<file path="src/rtl/fifo_pkg.sv">
// fifo_pkg: shared FIFO count-width helper and status bundle
package fifo_pkg;
  function automatic int cnt_w(input int depth);
    return $clog2(depth + 1);
  endfunction
  typedef struct packed {
    logic empty;
    logic full;
    logic almost_empty;
    logic almost_full;
    logic overflow;
    logic underflow;
  } fifo_status_t;
endpackage

</file>
<file path="src/rtl/fifo_mem.sv">
// fifo_mem: simple dual-port storage, synchronous write, asynchronous read
module fifo_mem #(
  parameter int DEPTH = 32,
  parameter int WIDTH = 8,
  parameter int AW = 5
) (
  input  logic             clk,
  input  logic             we,
  input  logic [AW-1:0]    waddr,
  input  logic [WIDTH-1:0] wdata,
  input  logic [AW-1:0]    raddr,
  output logic [WIDTH-1:0] rdata
);
  logic [WIDTH-1:0] mem [DEPTH];
  // store accepted writes; array is deliberately not reset
  always_ff @(posedge clk)
    if (we) mem[waddr] <= wdata;
  assign rdata = mem[raddr];
endmodule

</file>
<file path="src/rtl/fifo_flags.sv">
// fifo_flags: synchronous FIFO with count, threshold flags, sticky errors, flush and optional FWFT
module fifo_flags import fifo_pkg::*; #(
  parameter int DEPTH = 32,
  parameter int WIDTH = 8,
  parameter int AF_THRESH = 28,
  parameter int AE_THRESH = 2,
  parameter int FWFT = 0
) (
  input  logic                      clk,
  input  logic                      rst,
  input  logic                      flush,
  input  logic [WIDTH-1:0]          in,
  input  logic                      wr_en,
  input  logic                      rd_en,
  output logic [WIDTH-1:0]          out,
  output logic                      empty,
  output logic                      full,
  output logic                      almost_empty,
  output logic                      almost_full,
  output logic [cnt_w(DEPTH)-1:0]   count,
  output logic                      overflow,
  output logic                      underflow,
  input  logic                      clr_err
);
  localparam int CW = cnt_w(DEPTH);
  localparam int PW = $clog2(DEPTH);
  logic [PW-1:0] wr_ptr, rd_ptr;
  logic [WIDTH-1:0] rd_data, out_q;
  logic wr_ok, rd_ok;
  function automatic logic [PW-1:0] nxt(input logic [PW-1:0] p);
    return p == PW'(DEPTH - 1) ? '0 : p + 1'b1;
  endfunction
  assign rd_ok = rd_en & ~empty;
  assign wr_ok = wr_en & (~full | rd_ok);
  assign empty = count == '0;
  assign full = count == CW'(DEPTH);
  assign almost_empty = count <= CW'(AE_THRESH);
  assign almost_full = count >= CW'(AF_THRESH);
  fifo_mem #(.DEPTH(DEPTH), .WIDTH(WIDTH), .AW(PW)) u_mem (
    .clk(clk),
    .we(wr_ok & ~flush),
    .waddr(wr_ptr),
    .wdata(in),
    .raddr(rd_ptr),
    .rdata(rd_data)
  );
  // pointers, occupancy and sticky errors; flush overrides any request on the same edge
  always_ff @(posedge clk or posedge rst)
    if (rst) begin
      wr_ptr <= '0;
      rd_ptr <= '0;
      count <= '0;
      overflow <= 1'b0;
      underflow <= 1'b0;
    end else if (flush) begin
      wr_ptr <= '0;
      rd_ptr <= '0;
      count <= '0;
      overflow <= 1'b0;
      underflow <= 1'b0;
    end else begin
      if (wr_ok) wr_ptr <= nxt(wr_ptr);
      if (rd_ok) rd_ptr <= nxt(rd_ptr);
      count <= count + CW'(wr_ok) - CW'(rd_ok);
      overflow <= (wr_en & ~wr_ok) | (overflow & ~clr_err);
      underflow <= (rd_en & empty) | (underflow & ~clr_err);
    end
  // registered read data, or in show-ahead mode the last word shown so it holds once empty
  always_ff @(posedge clk or posedge rst)
    if (rst) out_q <= '0;
    else if (FWFT != 0 ? !empty : (rd_ok & ~flush)) out_q <= rd_data;
  assign out = (FWFT != 0 && !empty) ? rd_data : out_q;
endmodule

</file>
<file path="config.mk">
export PLATFORM = sky130hd
export DESIGN_NAME = fifo_flags
export DESIGN_NICKNAME = d
export VERILOG_FILES = /design/src/rtl/fifo_pkg.sv /design/src/rtl/fifo_mem.sv /design/src/rtl/fifo_flags.sv
export SDC_FILE = /design/constraint.sdc
export NUM_CORES = 1
export LEC_CHECK = 0
export CAP_MARGIN = 20
export CORE_MARGIN = 1
export CORE_UTILIZATION = 55
export CTS_BUF_LIST = sky130_fd_sc_hd__clkbuf_4 sky130_fd_sc_hd__clkbuf_8 sky130_fd_sc_hd__clkbuf_16
export CTS_CLUSTER_SIZE = 25
export DETAILED_ROUTE_END_ITERATION = 12
export GPL_TIMING_DRIVEN = 0
export HOLD_SLACK_MARGIN = 0.12
export PLACE_DENSITY = 0.75
export RECOVER_POWER = 50
export SLEW_MARGIN = 20
export SYNTH_ARGS = -nofsm -noshare
export SYNTH_HDL_FRONTEND = slang
export SYNTH_SLANG_ARGS = --single-unit
</file>
<file path="constraint.sdc">
create_clock -name clk -period 2.6 [get_ports clk]
set_input_delay 0.65 -clock clk [delete_from_list [all_inputs] [get_ports clk]]
set_output_delay 0.65 -clock clk [all_outputs]
set_load 0.02 [all_outputs]
</file>
### After elaboration in Yosys (flattened, before gate mapping)

Memory sizes are Yosys's and may differ from the RTL's. A register that Yosys moved wholly into a read port is not among the register bits.
Cells that the tools add are included.

| word-level totals | value |
|---|---|
| bits in writable memories | 256 |
| memories kept | 1 |
| register bits after elaboration | 18 |
| word-level logic and storage cells | 45 |

| cells by class | value |
|---|---|
| reductions and logical operators | 3 |
| magnitude comparators | 2 |
| bitwise gates (word level) | 16 |
| eq/ne operators | 3 |
| add/sub/neg operators | 4 |
| mux-type cells | 11 |

Memory list:

| name | depth | width | read ports | clocked after memory_dff | wr ports | line | source |
|---|---|---|---|---|---|---|---|
| u_mem.mem | 32 | 8 | 1 | 1 | 1 | fifo_mem.sv:14 | `logic [WIDTH-1:0] mem [DEPTH];` |

Operators by type and width:

| operator | number |
|---|---|
| two-way mux 5 bit | 6 |
| adder 5 x 1 -> 5 bit, second input constant | 2 |
| == test 5 bit, second input constant | 2 |
| AND 1 bit | 8 |
| adder 6 x 1 -> 6 bit | 1 |
| == test 6 bit, second input constant | 1 |
| >= comparator 6 x 5 -> 1 bit, second input constant | 1 |
| less-or-equal comparator 6 x 2 -> 1 bit, second input constant | 1 |
| zero test 6 bit | 1 |
| two-way mux 6 bit | 1 |
| subtractor 6 x 1 -> 6 bit | 1 |
| inverter 1 bit | 5 |
| two-way mux 1 bit | 4 |
| nonzero test 2 bit | 2 |
| bitwise OR 1 bit | 3 |

### Logic depth before layout (Yosys ltp)

Gate-level depths: netlist (run 1).

| depth | value |
|---|---|
| depth after elaboration | 9 |
| mapped depth | 17 |
| gate-level depth less buffers | 15 |

### Cells and area by module

From an unflattened synthesis (run 1), not the netlist that was laid out.

| second synthesis, totals | value |
|---|---|
| cell total of the unflattened synthesis | 557 |
| area total of the unflattened synthesis | 11,442.2 sq um |

By module, submodules not included:

| module | area each (sq um) | times used | cells an instance |
|---|---|---|---|
| fifo_mem | 9,893.2 | 1 | 409 |
| fifo_flags | 1,549.0 | 1 | 148 |

### Worst setup path before layout (run 1)

No wires, ideal clock.

| path | value |
|---|---|
| path type | flip-flop to flip-flop |
| start | register count[4] |
| end | register count[5] |
| cell stages (with the launch flop) | 16 |
| path buffers | 2 |
| setup slack | -0.418 ns |
| setup time | 0.069 ns |
| data arrival time | 2.950 ns |
| required time | 2.531 ns |
| cells stage by stage | dfrtp_1 > inv_1 > ha_1 > nor4bb_1 > buf_2 > nand2b_1 > buf_2 > nor2_1 > inv_1 > o21ai_0 > ha_1 > a21o_1 > a21oi_1 > o21bai_1 > or4_1 > nand3_1 |

| between the ends | value |
|---|---|
| cells in the longest elaborated chain, start to end | 8 |
| elaborated cells on any way between the ends | 10 |
| those cells by class | 2 x add/sub; 1 x eq/ne; 1 x mux; 5 x bitwise; 1 x reduce/logical |

Ends and longest elaborated chain:

| element | line | source |
|---|---|---|
| from (decl) | fifo_flags.sv:20 | `output logic [cnt_w(DEPTH)-1:0] count,` |
| from (signal assigned) | fifo_flags.sv:64 | `count <= count + CW'(wr_ok) - CW'(rd_ok);` |
| zero test 6 bit * | fifo_flags.sv:35 | `assign empty = count == '0;` |
| named net empty | fifo_flags.sv:16 | `output logic empty,` |
| inverter 1 bit * | fifo_flags.sv:33 | `assign rd_ok = rd_en & ~empty;` |
| AND 1 bit * | fifo_flags.sv:33 |  |
| bitwise OR 1 bit | fifo_flags.sv:34 | `assign wr_ok = wr_en & (~full \| rd_ok);` |
| AND 1 bit | fifo_flags.sv:34 |  |
| adder 6 x 1 -> 6 bit | fifo_flags.sv:64 |  |
| subtractor 6 x 1 -> 6 bit * | fifo_flags.sv:64 |  |
| two-way mux 6 bit * | fifo_flags.sv:55 | `end else if (flush) begin` |

The timed path passes the listed nets; every way through them passes the cells marked *.
A chain may end at the register's enable or synchronous reset.

### Worst setup path after layout (run 1)

| path | value |
|---|---|
| start | register count[5] |
| end | register count[4] |

| between the ends | value |
|---|---|
| cells in the longest elaborated chain, start to end | 8 |
| elaborated cells on any way between the ends | 10 |
| those cells by class | 2 x add/sub; 1 x eq/ne; 1 x mux; 5 x bitwise; 1 x reduce/logical |

Ends and longest elaborated chain:

| element | line |
|---|---|
| zero test 6 bit | fifo_flags.sv:35 |
| inverter 1 bit | fifo_flags.sv:33 |
| AND 1 bit | fifo_flags.sv:33 |
| bitwise OR 1 bit | fifo_flags.sv:34 |
| AND 1 bit | fifo_flags.sv:34 |
| adder 6 x 1 -> 6 bit | fifo_flags.sv:64 |
| subtractor 6 x 1 -> 6 bit * | fifo_flags.sv:64 |
| two-way mux 6 bit * | fifo_flags.sv:55 |

Every way passes the cells marked *; elsewhere a longest branch is shown, timed or not.

==> results of run 1 <==
[cells in the mapped netlist, drive strengths merged (8+ instances only)]
library cell	number
buf	22
nand2	11
mux4	64
a21oi	14
dfrtp	26
a211oi	9
ha	20
mux2i	16
nor2	54
inv	14
nor3	8
o21ai	9
edfxtp	256
clkbuf	8
[final timing paths]
| check | to | from | slack, ns | cells past startpoint |
|---|---|---|---|---|
| min in group clk | overflow | overflow | 0.52 | 2 |
| max | count[4] | count[5] | -0.10 | 15 |
| max reg2reg | count[4] | count[5] | -0.10 | 15 |
| min | count[0] | rst | 0.48 | 2 |
| min reg2reg | overflow | overflow | 0.52 | 2 |
| max in group asynchronous | count[2] | rst | 0.81 | 3 |
[worst register-to-register path, cell delays in order (launching register included)]
cell and delay (ns):
dfrtp_2 0.43, inv_2 0.09, ha_4 0.15, nor4bb_4 0.27, buf_4 0.16, nand2b_4 0.16
nand2_2 0.07, o21ai_2 0.13, ha_2 0.20, inv_2 0.05, fa_2 0.38, inv_2 0.07
a21oi_2 0.05, o21bai_1 0.16, xnor2_1 0.14, nor2_1 0.06
[area by class of cell]
cell class | instances | area [µm²]
Timing Repair Buffer | 73 | 808
Clock inverter | 15 | 153
Tap cell | 270 | 338
Inverter | 14 | 55.1
Multi-Input combinational cell | 285 | 3370
Clock buffer | 34 | 763
Sequential cell | 282 | 8340
Buffer | 27 | 171
Fill cell | 1208 | 6430
[power by group through the flow]
stage | clock [mW] | sequential, mW | combinational [mW]
after global placement | 0 | 5.32 | 2.29
after floorplan | 0 | 5.41 | 1.45
after CTS | 4.04 | 5.22 | 2.51
final | 4.02 | 5.24 | 2.67
after detailed placement | 0 | 5.33 | 2.35
after global routing | 4.20 | 5.25 | 2.83
[logic make-up after synthesis]
group	synth area share, %
simple gates	5.00
fa+ha+maj	2.33
xor+xnor	0.227
compound gates	3.71
mux	14.7
buf+inv	2.02
flops	72.0
[sequential cells by signal (all words and copies together), names as in the netlist]
name and count:
wr_ptr 5, underflow 1, out 8, count 6, rd_ptr 5, u_mem.mem 256, overflow 1
[repair_timing]
item                                    in CTS  in global routing
hold buffers                                 0                  0
endpoints found under the setup margin     264                 75
setup buffers                               26                 13
resized for setup                           87                 13
pin swaps                                   15                 17
[cells in the final DEF, fill, tap and decap left out, types with 6 or more instances in the layout]
master / netlist / final
a211oi_1: 8 / 8
a21oi_1: 14 / 12
buf_12: 1 / 20
buf_2: 12 / 10
buf_4: 4 / 25
clkbuf_1: 8 / 15
clkbuf_16: 0 / 29
clkdlybuf4s50_1: 0 / 20
clkinv_2: 0 / 6
dfrtp_1: 26 / 21
edfxtp_1: 256 / 256
ha_1: 20 / 17
inv_1: 14 / 6
inv_2: 0 / 6
mux2_2: 7 / 7
mux2i_1: 16 / 16
mux4_1: 6 / 6
mux4_2: 58 / 58
nand2_1: 11 / 6
nand3b_1: 6 / 6
nor2_1: 54 / 20
nor2_4: 0 / 34
nor3_1: 7 / 7
o21ai_0: 9 / 8
[layer usage]
metal / wire length [µm] / vias up / GRT usage [%]
li1: - / 2661 / -
met1: 10900 / 3351 / 35.4
met2: 13600 / 383 / 42.0
met3: 2130 / 65 / 3.82
met4: 841 / 0 / 10.3
met5: 0 / - / 0
==> results.toml, run 1 <==
[run_status]
status = "finished, violations left"
violations = "capacitance limit, slew limit, setup timing"

[setup_path]
critPathBufInv = 4
worstPathRequired_ns = 2.99
crit_arrival_ns = 3.09
worst-path-max-fanout = 4
endpoint_kind = "flip-flop"
path_class = "flip-flop to flip-flop"
crit_slowest_cell = "dfrtp_2"
crit_family = "adder cells"
slowest_delay_ns = 0.43
cp-start-kind = "flip-flop"
path_cells = "inv_2, ha_4, nor4bb_4, buf_4, nand2b_4, nand2_2, o21ai_2, ha_2, inv_2, fa_2, inv_2, a21oi_2, o21bai_1, xnor2_1, nor2_1"
crit_top_cell = "inv_2"

[yosys]
synthCells = 611
yosys-top-cells-area = "edfxtp_1, mux4_2, dfrtp_1, ha_1, nor2_1"
yosysWarnings = 0
synth_seq_cells = 282
synthesis.area_mm2 = 0.0116
synth_edf_count = 256
ys_types = 53
syn_avg_cell_area_um2 = 19.0
syn_nets = 646
synth_top_area_share_pct = 66.4
synthArstFlopShare_pct = 9.22
yosysSeqAreaShare_pct = 72.0
yosys.area.top_type = "edfxtp_1"
synth-main-ff-cell = "edfxtp_1"

[grt]
grt_max_degree = 33
grt_pass1_vias = 6575
grtUsageTotal_pct = 25.8
antenna_found_initial = 0
grt_pass1_wl_um = 40400
overflow = 0

[layout]
layout.nets = 746
drive_above_1_share_pct = 32.9
final_cell_area_mm2 = 0.0140
synthToLayoutAreaGrowth_pct = 20.9
final_cells = 1000
diodes = 0
final_util_pct = 68.5

[timing]
fin_ws_ns = -0.102
timing.setup.tns_ns = -0.150
timing.fmax_mhz = 370
timing.hold.ws_ns = 0.480
post-route-period-util_pct = 104
slew_headroom_pct = -8.49
rsz0062_at_grt = "yes"
worstMarginPinSlew_ns = 1.63
slew_viol_final = 131
hold_viol = 0
post-route-min-period_ns = 2.70
setup_viol = 3
clock-skew-final_ns = 0.0176

[drt]
vias = 6460
final_antenna_net_count = 0
initialDrtViolationCount = 834
avgViaCountPerCell = 6.46
firstDrtPassIters = 5
wl_um = 27500
drc = 0
wl_per_cell_um = 27.5

[placement]
placed_area_mm2 = 0.0123
dp_hpwl_um = 16400
dp_cells = 914
dp_slack_ns = -0.975
routabilityCongestion = 0.836
portBuffers = 33

[die]
io_pins = 34
start_util_pct = 56.7
die_y_um = 147
rows = 52
die-area_mm2 = 0.0216
core_area_mm2 = 0.0204
die_w_um = 147

[cts]
clock_sinks = 282
clockBufferDepth = 3
cts_tree = "yes"
cts-htree-levels = 1
cts_inserted_buffers = 28
clk_latency_ns = 0.54
path_clk_slew_ns = 0.06
root_buffer = "clkbuf_16"

[hold_path]
hp-class = "input pin to asynchronous set/reset pin"

[pwr]
ir_worst_vdd_uv = 475
power.internal_mw = 8.74
p_per_area_mw_per_mm2 = 852
total_power_mw = 11.9
swShare_pct = 26.8
leakage_nw = 4.56
p_clk_share_pct = 33.7
p_comb_share_pct = 22.4
p_seq_share_pct = 43.9
p_sw_mw = 3.19

[job]
cap_violations = 4
No activity file was read; power rests on OpenSTA's default activity.
==> run 2: changes to the inputs <==
--- a/config.mk
+++ b/config.mk
@@ -13,7 +13,7 @@
 export DETAILED_ROUTE_END_ITERATION = 12
 export GPL_TIMING_DRIVEN = 0
 export HOLD_SLACK_MARGIN = 0.12
-export PLACE_DENSITY = 0.75
+export PLACE_DENSITY = 0.72
 export RECOVER_POWER = 50
 export SLEW_MARGIN = 20
 export SYNTH_ARGS = -nofsm -noshare
==> constraint.sdc (replaced) <==
create_clock -name clk -period 2.97 [get_ports clk]
set_input_delay 0.7425 -clock clk [delete_from_list [all_inputs] [get_ports clk]]
set_output_delay 0.7425 -clock clk [all_outputs]
set_load 0.02 [all_outputs]
==> run 2 against run 1 <==
The flow still finishes with violations (capacitance limit, slew limit, setup timing). First-iteration DRC count fell by 32%. Clock skew fell by 0.0070 ns. Critical path type unchanged. Design area fell by 5.0%. Utilization fell by 3.4 points. Clock power fell by 13%. Highest routed layer unchanged.
==> results.toml, run 2 (synthesized netlist as in run 1, its figures left out) <==
[run_status]
status = "finished, violations left"
violations = "capacitance limit, slew limit, setup timing"

[layout]
layout_commonest_cell = "edfxtp_1"
fillers = 1338
top_register = "u_mem.mem"
final_cells = 970
final_cell_mix = "edfxtp_1, mux4_2, nor2_2"
multiInputGateArea_mm2 = 0.00314
layout.nets = 713
diodes = 0
drive_above_1_share_pct = 27.3
final_util_pct = 65.1
final_cell_area_mm2 = 0.0133
regArea_mm2 = 0.00834
largest_register_ffs = 256
synthToLayoutAreaGrowth_pct = 14.8

[pwr]
swShare_pct = 26.4
p_sw_mw = 2.69
power.internal_mw = 7.51
p_comb_share_pct = 20.8
ir_worst_vdd_uv = 364
p_clk_share_pct = 34.2
leakage_nw = 4.29
p_seq_share_pct = 44.9
p_per_area_mw_per_mm2 = 767

[drt]
drc = 0
initialDrtViolationCount = 563
avgViaCountPerCell = 6.34
wl_per_cell_um = 26.6
vias = 6152
final_antenna_net_count = 0
firstDrtPassIters = 5
wl_um = 25800

[cts]
clock_sinks = 282
cts-htree-levels = 1
clockBufferDepth = 3
cts_tree = "yes"
cts_hold_buf = 0
path_clk_slew_ns = 0.06
root_buffer = "clkbuf_16"
cts_inserted_buffers = 28
clk_latency_ns = 0.54

[die]
start_util_pct = 56.7
die_y_um = 147
rows = 52
core_area_mm2 = 0.0204
die_w_um = 147
die-area_mm2 = 0.0216
io_pins = 34

[timing]
fin_ws_ns = -0.0705
worstMarginPinSlew_ns = 1.51
timing.hold.ws_ns = 0.517
clock-skew-final_ns = 0.0105
timing.fmax_mhz = 329
slew_viol_final = 66
post-route-period-util_pct = 102
post-route-min-period_ns = 3.04
hold_viol = 0
setup_viol = 88
rsz0062_at_grt = "yes"
slew_headroom_pct = -0.712

[grt]
grtUsageTotal_pct = 24.7
overflow = 0
grt_pass1_vias = 6210
grt_max_degree = 33
grt_pass1_wl_um = 38800
antenna_found_initial = 0

[hold_path]
hp-class = "flip-flop to flip-flop"

[setup_path]
worst-path-max-fanout = 8
path_class = "flip-flop to flip-flop"
cp-start-kind = "flip-flop"
worstPathRequired_ns = 3.14
crit_arrival_ns = 3.21
endpoint_kind = "flip-flop"

[placement]
placed_area_mm2 = 0.0122
dp_hpwl_um = 16200
portBuffers = 33
dp_cells = 914
routabilityCongestion = 0.850
dp_slack_ns = -0.639

[job]
cap_violations = 3
-- run 2: repair_timing --
item                       CTS  global route
setup endpoints to repair  260           263
buffers inserted             2             2
gates resized for setup      9            46
-- run 2: final cells by class --
class / count / area share, %
repair buffers: 37 / 2.34
clock inverters: 16 / 0.969
well taps: 270 / 2.54
multi-input cells: 285 / 23.6
plain buffers: 30 / 1.43
clock buffers: 36 / 5.95
flip-flops and latches: 282 / 62.7
inverters: 14 / 0.414
-- run 2: power by group through the flow --
stage / registers, mW / logic (mW) / clock network (mW)
CTS: 4.57 / 2.04 / 3.52
global route: 4.60 / 2.28 / 3.69
finish: 4.58 / 2.12 / 3.49
floorplan: 4.73 / 1.22 / 0
detailed placement: 4.65 / 2.00 / 0
global placement: 4.65 / 1.96 / 0
-- run 2: routing by layer --
layer  vias to the layer above  part of all wire (%)  track usage, %
met1                      3226                    41            35.5
met3                        45                   6.7            3.48
li1                       2613                     -               -
met2                       268                    50            40.2
met5                         -                     0               0
met4                         0                   1.9            6.49
-- run 2: path summary, 6_finish.rpt --
kind	cells after the start	start	slack, ns	to
worst max-delay path	8	count[2]	-0.07	u_mem.mem[20][2]
worst min-delay path	2	overflow	0.52	overflow
worst max register to register	8	count[2]	-0.07	u_mem.mem[20][2]
worst min register to register	2	overflow	0.52	overflow
max in group asynchronous	2	rst	1.95	count[4]
min in group asynchronous	2	rst	0.59	underflow
-- run 2: metrics by stage --
step	total power [mW]	setup TNS (ns)
floorplan	5.95	0
global placement	6.60	-127.86
detailed placement	6.65	-139.52
CTS	10.1	-29.18
global route	10.6	-39.86
finish	10.2	-1.89
-- run 2: critical path: stages, from the launching register on --
cell	delay, ns
dfrtp_2	0.41
inv_1	0.07
ha_1	0.23
and4bb_2	0.27
a21bo_2	0.22
clkbuf_1	0.20
nor2_1	0.25
nand2_1	0.40
nor2_2	0.62
==> run 3: changes to the inputs <==
--- a/config.mk
+++ b/config.mk
@@ -5,6 +5,7 @@
 export SDC_FILE = /design/constraint.sdc
 export NUM_CORES = 1
 export LEC_CHECK = 0
+export ABC_AREA = 1
 export CAP_MARGIN = 20
 export CORE_MARGIN = 1
 export CORE_UTILIZATION = 55
==> run 3 against run 2 <==
The flow still finishes with violations (capacitance limit, slew limit, setup timing). Utilization fell by 0.96 points. Non-clock buffer count rose by 22. Register-to-register slack improved by 0.04 ns. Clock power barely moved.
==> results.toml, run 3 <==
[yosys]
yosysSeqAreaShare_pct = 66.7
yosysWarnings = 0
synth_edf_count = 256
synthCells = 1203
synthArstFlopShare_pct = 9.22
synth_seq_cells = 282
ys_types = 26
yosys.area.top_type = "edfxtp_1"
yosys-top-cells-count = "nand2_1, edfxtp_1, nand3_1"
synth_top_area_share_pct = 61.5
synth_most_common_cell = "nand2_1"
yosys-top-cells-area = "edfxtp_1, nand2_1, nand3_1, dfrtp_1, inv_1"
syn_nets = 1238
synth-main-ff-cell = "edfxtp_1"
synthesis.area_mm2 = 0.0125
syn_avg_cell_area_um2 = 10.4

[job]
cap_violations = 8

[setup_path]
cp-start-kind = "flip-flop"
slowest_delay_ns = 0.78
r2r_start = "count[2]"
critPathBufInv = 2
worst-path-max-fanout = 8
timing.rr.end = "u_mem.mem[5][0]"
path_class = "flip-flop to flip-flop"
crit_arrival_ns = 3.17
crit_slowest_cell = "nor2_1"
rrSetupSlack_ns = -0.03
r2r_cells = 11
endpoint_kind = "flip-flop"
path_cells = "inv_1, ha_1, inv_1, nor2_1, nand3_1, nand2_2, nand2_1, nand2_2, nor2_4, nand2_1, nor2_1"
crit_family = "simple AND/OR/NAND/NOR gates"
worstPathRequired_ns = 3.15

[timing]
worstMarginPinSlew_ns = 1.96
rsz0062_at_grt = "yes"
clock-skew-final_ns = 0.0108
slew_headroom_pct = -30.5
fin_ws_ns = -0.0267
timing.setup.tns_ns = -0.245
timing.fmax_mhz = 334
slew_viol_final = 264
setup_viol = 16
post-route-min-period_ns = 3.00
hold_viol = 0
post-route-period-util_pct = 101
timing.hold.ws_ns = 0.477

[layout]
layout_commonest_cell = "nand2_1"
synthToLayoutAreaGrowth_pct = 13.0
largest_register_ffs = 256
layout.nets = 1301
top_register = "u_mem.mem"
final_util_pct = 64.1
drive_above_1_share_pct = 10.7
diodes = 0
final_cell_mix = "nand2_1, edfxtp_1, nand3_1"

[cts]
post_cts_buffers = 0
root_buffer = "clkbuf_16"
cts_tree = "yes"
cts_hold_buf = 0
clock_sinks = 282
cts-htree-levels = 1
path_clk_slew_ns = 0.06
clk_latency_ns = 0.55
cts_resized = 11
clockBufferDepth = 3
cts_inserted_buffers = 29

[drt]
avgViaCountPerCell = 5.65
vias = 8862
firstDrtPassIters = 6
drc = 0
wl_per_cell_um = 21.6
final_antenna_net_count = 0
wl_um = 33900
initialDrtViolationCount = 1111

[pwr]
p_per_area_mw_per_mm2 = 771
ir_worst_vdd_uv = 504
leakage_nw = 5.79

[die]
rows = 54
die-area_mm2 = 0.0233
io_pins = 34
core_area_mm2 = 0.0220
die_y_um = 153
start_util_pct = 56.8
die_w_um = 153

[placement]
dp_slack_ns = -0.361
dp_hpwl_um = 22200
routabilityCongestion = 0.975
portBuffers = 32

[grt]
antenna_found_initial = 0
grt_max_degree = 33
grt_pass1_vias = 8458
overflow = 0
grtUsageTotal_pct = 29.6
grt_pass1_wl_um = 50100

[run_status]
violations = "capacitance limit, slew limit, setup timing"
status = "finished, violations left"

[hold_path]
hold_depth = 2
worstHoldStart = "out[5]"
hp-class = "flip-flop to flip-flop"
hold_path_end = "out[5]"
run 3: layer usage:
metal	global-route usage [%]	wire [µm]	vias up	share of wire [%]
met3	5.55	3770	94	11
li1	-	-	4079	-
met1	39.8	13100	4186	39
met2	47.8	15700	503	46
met4	11.6	1410	0	4.2
met5	0	0	-	0
run 3: cells by family after synthesis:
group	Yosys count	share of synthesized area [%]
buffers and inverters	227	7.48
AO/OA/AOI/OAI	30	1.36
adder cells (fa/ha/maj)	21	2.16
flip-flops	282	66.7
AND/OR/NAND/NOR	637	21.9
XOR/XNOR	6	0.420
run 3: final cells by class:
type	instances	area [µm²]
timing repair buffer	32	267
clock buffer	42	848
clock inverter	12	72.6
inverter	170	638
sequential	282	8340
buffer	57	297
multi-input combinational	694	3320
tap	280	350
fill	1706	7900
run 3: metrics by stage:
step	std cells	power [mW]	area, µm²
after floorplan	1203	6.29	12500
after global placement	1515	7.40	13200
after detailed placement	1515	7.44	13100
after CTS	1569	10.9	14100
after global routing	1569	11.3	14100
final	1569	10.9	14100
run 3: how the worst max path moves through the flow:
stage | to | from | cells after the start
6_report | u_mem.mem[5][0] | count[2] | 11
4_1_cts | u_mem.mem[31][2] | count[2] | 11
3_3_place_gp | u_mem.mem[31][3] | rd_en | 7
3_5_place_dp | u_mem.mem[30][2] | rd_en | 7
5_1_grt | u_mem.mem[4][0] | count[2] | 11
2_1_floorplan | count[4] | count[2] | 15
run 3: power by group:
| group | switching [mW] | total, mW | internal (mW) |
|---|---|---|---|
| Combinational | 1.98 | 2.87 | 0.894 |
| Clock | 1.49 | 3.48 | 1.98 |
| Sequential | 0.0913 | 4.55 | 4.46 |
| Total | 3.56 | 10.9 | 7.33 |
run 3: worst register-to-register path: stages (launching register included):
cell	delay (ns)
dfrtp_1	0.43
inv_1	0.09
ha_1	0.21
inv_1	0.07
nor2_1	0.05
nand3_1	0.11
nand2_2	0.12
nand2_1	0.10
nand2_2	0.10
nor2_4	0.18
nand2_1	0.37
nor2_1	0.78
